`config.mk`:
```
export PLATFORM = sky130hd
export DESIGN_NAME = dmem_arbiter
export DESIGN_NICKNAME = d
export VERILOG_FILES = /design/src/rtl/dmem_arbiter.sv
export SDC_FILE = /design/constraint.sdc
export NUM_CORES = 1
export LEC_CHECK = 0
export ABC_AREA = 0
export ABC_CLOCK_PERIOD_IN_PS = 1800
export BUFFER_PORTS_ARGS = -buffer_cell sky130_fd_sc_hd__buf_4
export CAP_MARGIN = 0
export CORE_MARGIN = 5
export CORE_UTILIZATION = 36
export DETAILED_ROUTE_END_ITERATION = 6
export PLACE_DENSITY = 0.77
export SLEW_MARGIN = 0
export SYNTH_ARGS = -nofsm -noshare
export SYNTH_HDL_FRONTEND = slang
export SYNTH_SLANG_ARGS = --single-unit
```
`constraint.sdc`:
```
create_clock -name clk_i -period 1.8 [get_ports clk_i]
set_clock_uncertainty 0.2 [all_clocks]
set_input_delay 0.09 -clock clk_i [delete_from_list [all_inputs] [get_ports clk_i]]
set_output_delay 0.09 -clock clk_i [all_outputs]
set_load 0.01 [all_outputs]
```
`src/rtl/dmem_arbiter.sv`:
```
// dmem_arbiter: two-port (CPU / debug) arbiter and access sequencer for the
// 256 x 16 synchronous Data Memory. Requests are sampled only in IDLE; the
// winner's fields are latched and issued for one cycle, and reads return the
// memory word one cycle later with a valid strobe.
//
// Build option: define DMEM_ARB_FIXED_PRIO_EN for fixed priority (CPU always
// wins a tie). Left undefined, ties are resolved round-robin.
//
//   state | meaning
//   ------+--------------------------------------------------------------
//   IDLE  | no access in flight; requests sampled, winner latched
//   ISSUE | latched access driven to memory; owner's gnt pulses
//   RDATA | read word returned to owner with rvalid
module dmem_arbiter #(
  parameter int ADDR_W = 8,
  parameter int DATA_W = 16
) (
  input  logic              clk_i,
  input  logic              reset_ni,
  input  logic              cpu_req_i,
  input  logic              cpu_wr_i,
  input  logic [ADDR_W-1:0] cpu_addr_i,
  input  logic [DATA_W-1:0] cpu_wdata_i,
  output logic              cpu_gnt_o,
  output logic              cpu_rvalid_o,
  output logic [DATA_W-1:0] cpu_rdata_o,
  input  logic              dbg_req_i,
  input  logic              dbg_wr_i,
  input  logic [ADDR_W-1:0] dbg_addr_i,
  input  logic [DATA_W-1:0] dbg_wdata_i,
  output logic              dbg_gnt_o,
  output logic              dbg_rvalid_o,
  output logic [DATA_W-1:0] dbg_rdata_o,
  output logic [ADDR_W-1:0] mem_addr_o,
  output logic              mem_wr_o,
  output logic [DATA_W-1:0] mem_wdata_o,
  input  logic [DATA_W-1:0] mem_rdata_i,
  output logic [1:0]        arb_state_o
);

  typedef enum logic [1:0] {
    IDLE  = 2'd0,
    ISSUE = 2'd1,
    RDATA = 2'd2
  } state_e;

  // Owner encoding: 0 = CPU, 1 = debug port.
  localparam logic OWN_CPU = 1'b0;
  localparam logic OWN_DBG = 1'b1;

  state_e              state_q, state_d;
  logic                owner_q, owner_d;
  logic                wr_q, wr_d;
  logic [ADDR_W-1:0]   addr_q, addr_d;
  logic [DATA_W-1:0]   wdata_q, wdata_d;
  logic                any_req;
  logic                win_dbg;
  logic                in_issue;
  logic                in_rdata;

  assign any_req = cpu_req_i | dbg_req_i;

`ifdef DMEM_ARB_FIXED_PRIO_EN
  // Debug port is only served when the CPU is not asking.
  assign win_dbg = ~cpu_req_i;
`else
  logic last_q;

  // A sole requester wins; on a tie the port not granted last wins.
  assign win_dbg = dbg_req_i & (~cpu_req_i | (last_q == OWN_CPU));

  // Remember the most recent winner; reset favours the CPU on the first tie.
  always_ff @(posedge clk_i or negedge reset_ni) begin
    if (!reset_ni) begin
      last_q <= OWN_DBG;
    end else if (state_q == IDLE && any_req) begin
      last_q <= win_dbg;
    end
  end
`endif

  // State and latched-request registers.
  always_ff @(posedge clk_i or negedge reset_ni) begin
    if (!reset_ni) begin
      state_q <= IDLE;
      owner_q <= OWN_CPU;
      wr_q    <= 1'b0;
      addr_q  <= '0;
      wdata_q <= '0;
    end else begin
      state_q <= state_d;
      owner_q <= owner_d;
      wr_q    <= wr_d;
      addr_q  <= addr_d;
      wdata_q <= wdata_d;
    end
  end

  // Next-state logic; the winner's fields are captured when leaving IDLE.
  always_comb begin
    state_d = state_q;
    owner_d = owner_q;
    wr_d    = wr_q;
    addr_d  = addr_q;
    wdata_d = wdata_q;
    case (state_q)
      IDLE: begin
        if (any_req) begin
          owner_d = win_dbg;
          wr_d    = win_dbg ? dbg_wr_i    : cpu_wr_i;
          addr_d  = win_dbg ? dbg_addr_i  : cpu_addr_i;
          wdata_d = win_dbg ? dbg_wdata_i : cpu_wdata_i;
          state_d = ISSUE;
        end
      end
      ISSUE:   state_d = wr_q ? IDLE : RDATA;
      RDATA:   state_d = IDLE;
      default: state_d = IDLE;
    endcase
  end

  // Outputs decode from the current state so reset silences them at once.
  always_comb begin
    in_issue     = (state_q == ISSUE);
    in_rdata     = (state_q == RDATA);
    cpu_gnt_o    = in_issue & (owner_q == OWN_CPU);
    dbg_gnt_o    = in_issue & (owner_q == OWN_DBG);
    cpu_rvalid_o = in_rdata & (owner_q == OWN_CPU);
    dbg_rvalid_o = in_rdata & (owner_q == OWN_DBG);
    cpu_rdata_o  = cpu_rvalid_o ? mem_rdata_i : '0;
    dbg_rdata_o  = dbg_rvalid_o ? mem_rdata_i : '0;
    mem_wr_o     = in_issue & wr_q;
    mem_addr_o   = addr_q;
    mem_wdata_o  = wdata_q;
    arb_state_o  = state_q;
  end

endmodule

```
; ---- Yosys cells after proc, flatten, opt, wreduce, memory -nomap -nowiden
; Cells that the tools add are included.
[word_totals]
wordCells = 31
out_inout_bits = 63
in_bits = 70
register_bits = 29
[op_classes]
n_bitwise = 11
n_eq_ne = 3
reduce_logical = 3
n_mux = 8
[ops]
columns = op, count
row1 = $mux 16, 3
row2 = $mux 8, 1
row3 = $and 1x1->1, 6
row4 = $mux 2, 2
row5 = $pmux 2 s2, 1
row6 = $not 1->1, 3
row7 = $eq 2x1->1 const B, 1
row8 = $eq 2x2->1 const B, 1
row9 = $logic_not 2->1, 1
row10 = $ne 2x2->1 const B, 1
row11 = $or 1x1->1, 2
row12 = $reduce_and 2->1, 1
row13 = $logic_and 1x1->1, 1
row14 = $mux 1, 1

; ---- Longest topological paths before layout
; Gate-level depths: netlist (run 1).
[logic_depth]
word_depth = 4
mapped_depth = 5
mapped_depth_nobuf = 3

; ---- Least setup slack after synthesis (run 1)
; Ideal clock, no wire load.
[synth_timing]
path_kind = flip-flop to flip-flop
startpoint = reg last_q
endpoint = reg addr_q[7], in the netlist mem_addr_o[7]
synth_period_minus_slack_ns = 1.770
stages_incl_launch_ff = 6
n_path_buf = 2
setup_time_ns = 0.125
setup_slack_ns = 0.030
arrival_ns = 1.446
t_required_ns = 1.475
path_cell_list = dfstp_2 -> a21bo_1 -> buf_6 -> buf_8 -> mux2_4 -> mux2_2
[synth_via]
elab_chain_len = 4
[synth_lines]
columns = element, line_no
row1 = from (decl), 67  ; logic last_q;
row2 = from (signal assigned), 77  ; last_q <= win_dbg;
row3 = $not 1->1, 70  ; assign win_dbg = dbg_req_i & (~cpu_req_i | (last_q == OWN_CPU));
row4 = $or 1x1->1, 70
row5 = $and 1x1->1, 70
row6 = $mux 8, 111  ; addr_d = win_dbg ? dbg_addr_i : cpu_addr_i;
row7 = to (signal assigned), 94  ; addr_q <= addr_d;
row8 = to (decl), 54  ; logic [ADDR_W-1:0] addr_q, addr_d;
; No other way between the ends.
; A chain may end at the register's enable or synchronous reset.

; ---- Worst setup path in the final report (run 1)
[layout_timing]
startpoint = in cpu_req_i
endpoint = reg wdata_q[13], in the netlist mem_wdata_o[13]
[layout_via]
elab_chain_len = 4
elab_cells_between_ends = 6
cone_classes = mux: 1 / bitwise: 4 / reduce/logical: 1
[layout_lines]
columns = element, line_no
row1 = from (decl), 20  ; input logic cpu_req_i,
row2 = $not 1->1, 70
row3 = $or 1x1->1, 70
row4 = $and 1x1->1, 70
row5 = $mux 16, 112  ; wdata_d = win_dbg ? dbg_wdata_i : cpu_wdata_i;
row6 = to (signal assigned), 95  ; wdata_q <= wdata_d;
row7 = to (decl), 55  ; logic [DATA_W-1:0] wdata_q, wdata_d;
; Parallel ways exist; a longest one is shown, timed or not.

==> impl.org, run 1 <==
** Status
- Result of the run :: finished clean

** Power and ir drop
- The design draws 4.038 mW.
- Leakage dissipation :: 1.788 nW
- VDD sags by at most 0.7576 mV.
- Dividing total power by cell area gives a power density of 1163 mW/mm2.

** Setup path
- Flop-to-flop setup slack :: 0.007 ns
- Of all nets on the critical path, the largest fanout is 8.
- Cell depth of the worst flop-to-flop path :: 4
- The most critical setup path has its startpoint at cpu_req_i.
- The endpoint identified for the worst register-to-register timing path is mem_wdata_o[10].
- Capturing element type of the critical path :: flop
- Following the worst setup path forward leads to its endpoint at mem_wdata_o[13].
- Startpoint kind of the worst setup timing path :: input port
- WP data arrival :: 1.75 ns
- Critical path class :: input port to flop
- Launching point of the worst reg2reg path :: last_q
- Data on the critical path is required at its endpoint by 1.76 ns.

** Final layout
- Multi-input gate area in the final layout :: 939.7 um2
- The library cell used most frequently in the layout, excluding fill and tap cells, is buf_4.
- Most frequent cells in the layout :: 138 x buf_4, 53 x dlygate4sd3_1, 31 x and2_1, 28 x dfrtp_1, 26 x mux2_2
- The layout has 305 filler cells.
- Register cell area after layout :: 726.9 um2
- The finished layout holds 385 standard cells, fillers aside.
- N_diodes :: 0
- For this run, the post-layout net count is 400.
- The area growth from synthesis to layout is 103.3%.
- Share of post-route cells with drive strength above 1 :: 60.73%

** Clock tree
- Clock tree synthesis found a total of 29 sinks.
- CTS tree :: yes
- Clock latency of the later-clocked register in the worst-skew pair :: 0.27 ns
- In this run the deepest clock path goes through 2 buffers.
- Clock-pin slew was measured on the worst setup and hold paths at 0.06 ns.
- Counting the buffers created by CTS gives 5.
- Cell at the root of the clock tree :: clkbuf_8
- Number of H-tree levels :: 2

** Timing
- Minimum clock period :: 1.793 ns
- Max-slew headroom at the worst pin :: 75.51%
- Total setup violations reported at the end of the flow :: 0
- Highest achievable clock rate :: 0.5578 GHz
- Worst path setup slack after routing :: 0.007261 ns
- Number of pins with negative max-slew slack in the final report :: 0
- At the pin with the least slew margin, the transition time is 0.3673 ns.
- RSZ-0062 raised after global routing :: yes
- Post-route clock period utilization :: 99.60%
- Hold Fails Final Rpt :: 0

** Global route
- Pin count of the biggest net entering global routing :: 30
- The number of global-route vias before repair was 2033.
- In the global route stage, overall resource usage came out at 21.52%.
- The initial antenna violation count was 0.
- Wire length of the first global-routing pass :: 10.23 mm
- Global route total overflow :: 0

** Floorplanning
- In this run the count of I/O pins placed on the die edge is 133.
- Die height :: 78.88 um
- Number of placement rows :: 25
- The die is 78.88 um wide.
- The die covers 0.006221 mm2.
- Core footprint :: 0.004661 mm2
- Effective utilization at floorplan :: 36.64%

** Routing
- The routed design has 6.507 mm of wire.
- Before antenna repair, the detailed router went through 4 iterations.
- Drt via density :: 4.644
- Count of unresolved DRC violations after routing :: 0
- The detailed router placed 1788 vias in this run.
- Antenna Violating Nets Remaining :: 0
- Average routed wire per standard cell :: 16.90 um
- In this run, the number of DRC markers left after iteration 0 of detailed routing was 27.

** Placement
- Quantity of I/O buffers inserted on ports :: 132
- After detailed placement, the design holds a cell count of 322.
- OpenSTA, run right after detailed placement, puts the worst setup slack at -0.04868 ns.
- Routability-driven placement finished with a final weighted congestion of 0.6602.
- Detailed Place HPWL :: 4.080 mm

** Logic synthesis
- Synth Warn # :: 0
- Of the synthesized area, sequential elements account for 42.56%.
- Post-synth top area share :: 41.03%
- Fraction of registers with async set or reset after synthesis :: 100.0%
- After Yosys synthesis, XOR and XNOR cells account for 0% of the synthesized area.
- Number of cells produced by synthesis :: 135
- The largest total area in the synthesized netlist belongs to dfrtp_1.
- Post-synthesis compound-gate area fraction :: 2.198%
- Synthesized area :: 0.001708 mm2
- After Yosys synthesis, full adders, half adders and majority gates account for 0% of the synthesized area.
- Largest family of logic cells by synthesized area :: multiplexers
- Top area cells in the synthesized netlist :: dfrtp_1 41%, mux2_2 20%, mux2_4 16%
- Multiplexer cells account for 36.78% of the synthesized area.
- Yosys mapped a number of flops with a built-in enable equal to 0.
- Synthesis inferred 29 register bits.
- Average cell area after synthesis :: 12.65 um2
- Of the total synthesized cell area, the portion taken by AND, OR, NAND and NOR gates is 14.36%.
- Main flop type after synthesis :: dfrtp_1
- Library cells used by synthesis :: 20
- Counting every net in the synthesized netlist gives 205.

** Hold path
- Worst hold path class :: input port to asynchronous set/reset pin

** Run
- Max Cap Viol :: 0
logic make-up (layout without fill, tap and decap cells):
family	count (synthesis)	after routing
and+or+nand+nor	41	41
DFF	29	29
AOI/OAI and AO/OA	5	5
buffers and inverters	10	206
muxes	50	50
repair_timing:
action,4_1_cts,5_1_grt
buffers inserted,1,1
hold buffers,53,0
gates resized for setup,4,6
pin swaps,1,1
endpoints found under the hold margin,55,0
gates cloned,1,0
setup endpoints to repair,17,20
worst min path at each step:
stage	start	end
after detailed placement	reset_ni	mem_wdata_o[5]
after global routing	reset_ni	mem_wdata_o[8]
after CTS	reset_ni	mem_wdata_o[8]
after floorplan	reset_ni	arb_state_o[0]
final	reset_ni	mem_wdata_o[8]
after global placement	reset_ni	mem_wdata_o[8]
area by class of cell:
class | count | area share (%)
repair buffers | 195 | 47.39
multi-input cells | 96 | 27.06
flip-flops and latches | 29 | 20.94
clock buffers | 7 | 2.198
well taps | 54 | 1.946
inverters | 3 | 0.3243
clock inverters | 1 | 0.1441
worst max-delay path: stages:
cell,delay (ns)
dlygate4sd3_1,0.55
buf_6,0.13
a21bo_4,0.25
buf_16,0.16
mux2_4,0.30
mux2_4,0.27
registers in the layout (all words and copies together) (netlist names):
register and count:
last_q 1, owner_q 1, mem_addr_o 8, mem_wdata_o 16, arb_state_o 2, wr_q 1
cells in the mapped netlist (2+ instances only):
library cell,count
mux2i_1,2
dfrtp_1,28
mux2_4,18
inv_1,3
buf_8,2
and2_1,32
buf_2,2
clkbuf_1,2
nor2_1,5
mux2_2,30
nor3b_1,2
metal layers:
metal	GRT usage [%]	vias up	share of wire, %
li1	-	846	-
met1	21.68	812	35
met2	39.30	113	51
met3	8.617	17	12
met4	8.763	0	2.6
met5	0	-	0
report_power, final:
group | internal [mW] | switching, mW
combinational | 1.38 | 0.941
clock | 0.271 | 0.235
sequential | 1.00 | 0.215
through the flow:
| step | setup TNS (ns) | hold WS (ns) | area [um2] | util, % |
|---|---|---|---|---|
| final | 0 | 0.09950 | 3472 | 74.50 |
| after global routing | -0.1897 | 0.1394 | 3472 | 74.50 |
| after CTS | 0 | 0.07503 | 3451 | 74.04 |
| after detailed placement | -0.2194 | -0.1591 | 2793 | 59.92 |
| after global placement | -0.006236 | -0.1599 | 2793 | 59.92 |
| after floorplan | 0 | -0.4056 | 1708 | - |
(Power assumes the default switching activity.)
==> run 2, diff against run 1 <==
--- a/config.mk
+++ b/config.mk
@@ -9,6 +9,7 @@
 export ABC_CLOCK_PERIOD_IN_PS = 1800
 export BUFFER_PORTS_ARGS = -buffer_cell sky130_fd_sc_hd__buf_4
 export CAP_MARGIN = 0
+export CORE_ASPECT_RATIO = 0.75
 export CORE_MARGIN = 5
 export CORE_UTILIZATION = 36
 export DETAILED_ROUTE_END_ITERATION = 6
==> impl.org, run 2 (synthesized netlist as in run 1, its figures left out) <==
** Global route
- Met1 routing resource usage after global routing :: 20.26% (-1.4 points)
- The total congestion overflow after global routing was 0 (unchanged).
- Aggregate global-route resource usage :: 21.96% (+0.44 points)
- The largest net degree at the start of global routing was 30 (unchanged).
- The met2 demand-to-capacity share in global routing was 40.96% (+1.7 points).
- The met3 capacity usage during global routing is 9.620% (+1.0 points).
- The number of global-route vias before repair was 2089 (+2.8%).
- The global-route wire length before repair was 10.32 mm (+0.88%).
- GR peak layer :: met2
- The initial antenna violation count came to 0 (unchanged).

** Routing
- The detailed-route DRC error count is 0 (unchanged).
- The number of iterations in the first detailed-routing pass is 4 (unchanged).
- The remaining antenna violation count is 0 (unchanged).
- Starting DRT DRC Count :: 59 (+120%)
- Drt via density :: 4.788 (+3.1%)
- Average routed wire per standard cell :: 19.01 um (+12%)
- The via count is 1896 (+6.0%).
- Routed WL :: 7.529 mm (+16%)

** Clock tree
- Reg clk slew, reported paths :: 0.07 ns (about the same)
- CTS tree :: yes
- Num CTS Buffers :: 5 (unchanged)
- The clock sink count was 29 (unchanged).
- Number of H-tree levels :: 2 (unchanged)
- The worst-skew pair later-pin latency is 0.28 ns (about the same).
- CTS placed an instance of clkbuf_8 at the clock tree root.
- Clock buffer depth :: 2 (unchanged)

** Status
- The checks that failed: setup timing.
- Result of the run :: complete, but fails checks

** Final layout
- Cell area after layout :: 0.003812 mm2 (+9.8%)
- Post-layout instance count excluding filler cells :: 396 (+2.9%)
- Flip-flop count of the largest register, all copies and words added :: 16 (unchanged)
- The fraction of final layout cells with drive strength greater than 1 is 70.50% (+9.8 points).
- N_diodes :: 0 (unchanged)
- Most frequent cells in the layout :: 109 x buf_4, 54 x dlygate4sd3_1, 35 x buf_6, 29 x mux2_4
- Leading cell type in the layout, fill and taps excluded :: buf_4
- Layout-stage area growth over the synthesis result :: 123.2%
- Final layout net count :: 408 (+2.0%)

** Power and ir drop
- Clock power share :: 12.6% (about the same)
- Share of total power in combinational logic :: 60.4% (+3.0 points)
- Switching share of power :: 34.46% (about the same)
- Power density over the cells :: 1183 mW/mm2 (+1.7%)
- Maximum resistive drop on vdd :: 0.9044 mV (+19%)
- Sequential share of power :: 27.0% (-3.1 points)
- Switch Pwr :: 1.554 mW (+12%)
- Leakage dissipation :: 1.939 nW (+8.4%)
- Design internal power :: 2.955 mW (+12%)

** Timing
- Max-slew headroom at the worst pin :: 74.83% (-0.68 points)
- Hold Fails Final Rpt :: 0 (unchanged)
- Number of pins with negative max-slew slack in the final report :: 0 (unchanged)
- The transition time at the pin with the least slew margin is 0.3775 ns (+0.01020 ns).
- Worst path setup slack after routing :: -0.02141 ns (-0.02867 ns)
- The final worst hold slack is 0.06634 ns (-0.03316 ns).
- Total setup violations reported at the end of the flow :: 4 (+4)
- The achievable clock frequency came to 0.5490 GHz (-1.6%).
- The part of the cycle the worst path needs was 101.2% (+1.6 points).
- The post-route minimum period was 1.821 ns (+0.02867 ns).
- RSZ-0062 raised after global routing :: yes

** Floorplanning
- Effective utilization at floorplan :: 37.79% (+1.1 points)
- The site row count was 21 (-16%).
- Overall die width :: 89.54 um (+14%)
- The chip height is 69.65 um (-12%).
- The total I/O pin count was 133 (unchanged).
- Core footprint :: 0.004519 mm2 (-3.0%)
- Die Area :: 0.006236 mm2 (+0.24%)

** Run
- Max Cap Viol :: 0 (unchanged)

** Setup path
- Startpoint kind of the worst setup timing path :: flop
- WP data arrival :: 1.84 ns (+0.09 ns)
- The maximum net fanout on the critical path is 6 (-2).
- Critical path class :: flop to flop
- The worst setup path is captured at a flop.
- The data required time at the worst endpoint came to 1.82 ns (+0.06 ns).

** Placement
- The cell area after placement came to 0.002796 mm2 (+0.13%).
- Quantity of I/O buffers inserted on ports :: 132 (unchanged)
- The cell total after placement is 325 (+0.93%).
- The final weighted congestion of routability-driven global placement is 0.7183 (+8.8%).
- Detailed Place HPWL :: 4.344 mm (+6.5%)

** Hold path
- In this run the worst hold path is classified as input port to asynchronous set/reset pin.
## run 2: changes by cell type in the layout (fill, tap and decap cells not counted), sizes merged
| cell | before | now |
|---|---|---|
| buf | 142 | 148 |
| clkbuf | 7 | 8 |
| dlygate4sd3 | 53 | 54 |
| clkinvlp | 0 | 1 |
| clkinv | 1 | 0 |
## run 2: final timing paths
check / cells past startpoint / end / start / slack (ns)
max: 4 / last_q / arb_state_o[1] / -0.02
min reg2reg: 1 / arb_state_o[1] / wr_q / 0.23
min in group clk_i: 1 / arb_state_o[1] / wr_q / 0.23
min: 2 / mem_wdata_o[4] / reset_ni / 0.07
max in group asynchronous: 2 / last_q / reset_ni / 1.02
max reg2reg: 4 / last_q / arb_state_o[1] / -0.02
## run 2: through the flow
stage	setup TNS, ns	total power [mW]	setup WS, ns	utilization, %
3_3_place_gp	0	3.327	0.01724	61.88
5_1_grt	-1.371	4.748	-0.06595	84.36
6_report	-0.04625	4.508	-0.02141	84.36
4_1_cts	-0.03097	4.071	-0.01821	76.30
3_5_place_dp	-0.006576	3.370	-0.006576	61.88
2_1_floorplan	0	2.288	0.02969	-
## run 2: what timing repair did
action / CTS / global route
hold endpoints to repair: 56 / 0
setup buffers: 2 / 2
pin swaps: 0 / 31
gates cloned: 0 / 5
setup endpoints to repair: 5 / 58
hold buffers: 54 / 0
gates resized for setup: 1 / 94
## run 2: layout make-up
class | instances | area (um2)
well taps | 57 | 71.32
repair buffers | 203 | 1848
fillers | 215 | 706.9
flip-flops and latches | 29 | 726.9
clock inverters | 1 | 7.507
clock buffers | 7 | 86.33
multi-input cells | 96 | 1061
inverters | 3 | 11.26
## run 2: power by group through the flow
stage | Combinational (mW) | Sequential [mW] | Clock (mW)
floorplan | 0.964 | 1.32 | 0
global placement | 2.14 | 1.19 | 0
detailed placement | 2.18 | 1.19 | 0
CTS | 2.31 | 1.19 | 0.574
global route | 2.89 | 1.25 | 0.605
finish | 2.72 | 1.22 | 0.567
## run 2: per-layer routing
layer | up-vias | share of wire, %
met1 | 899 | 33
met2 | 109 | 52
met3 | 26 | 12
met4 | 0 | 3.4
met5 | - | 0
li1 | 862 | -
## run 2: critical path, stage by stage (launching register included)
cell,delay [ns]
dfrtp_1,0.45
nor2_2,0.23
a21oi_1,0.11
a31oi_1,0.19
dlygate4sd3_1,0.59
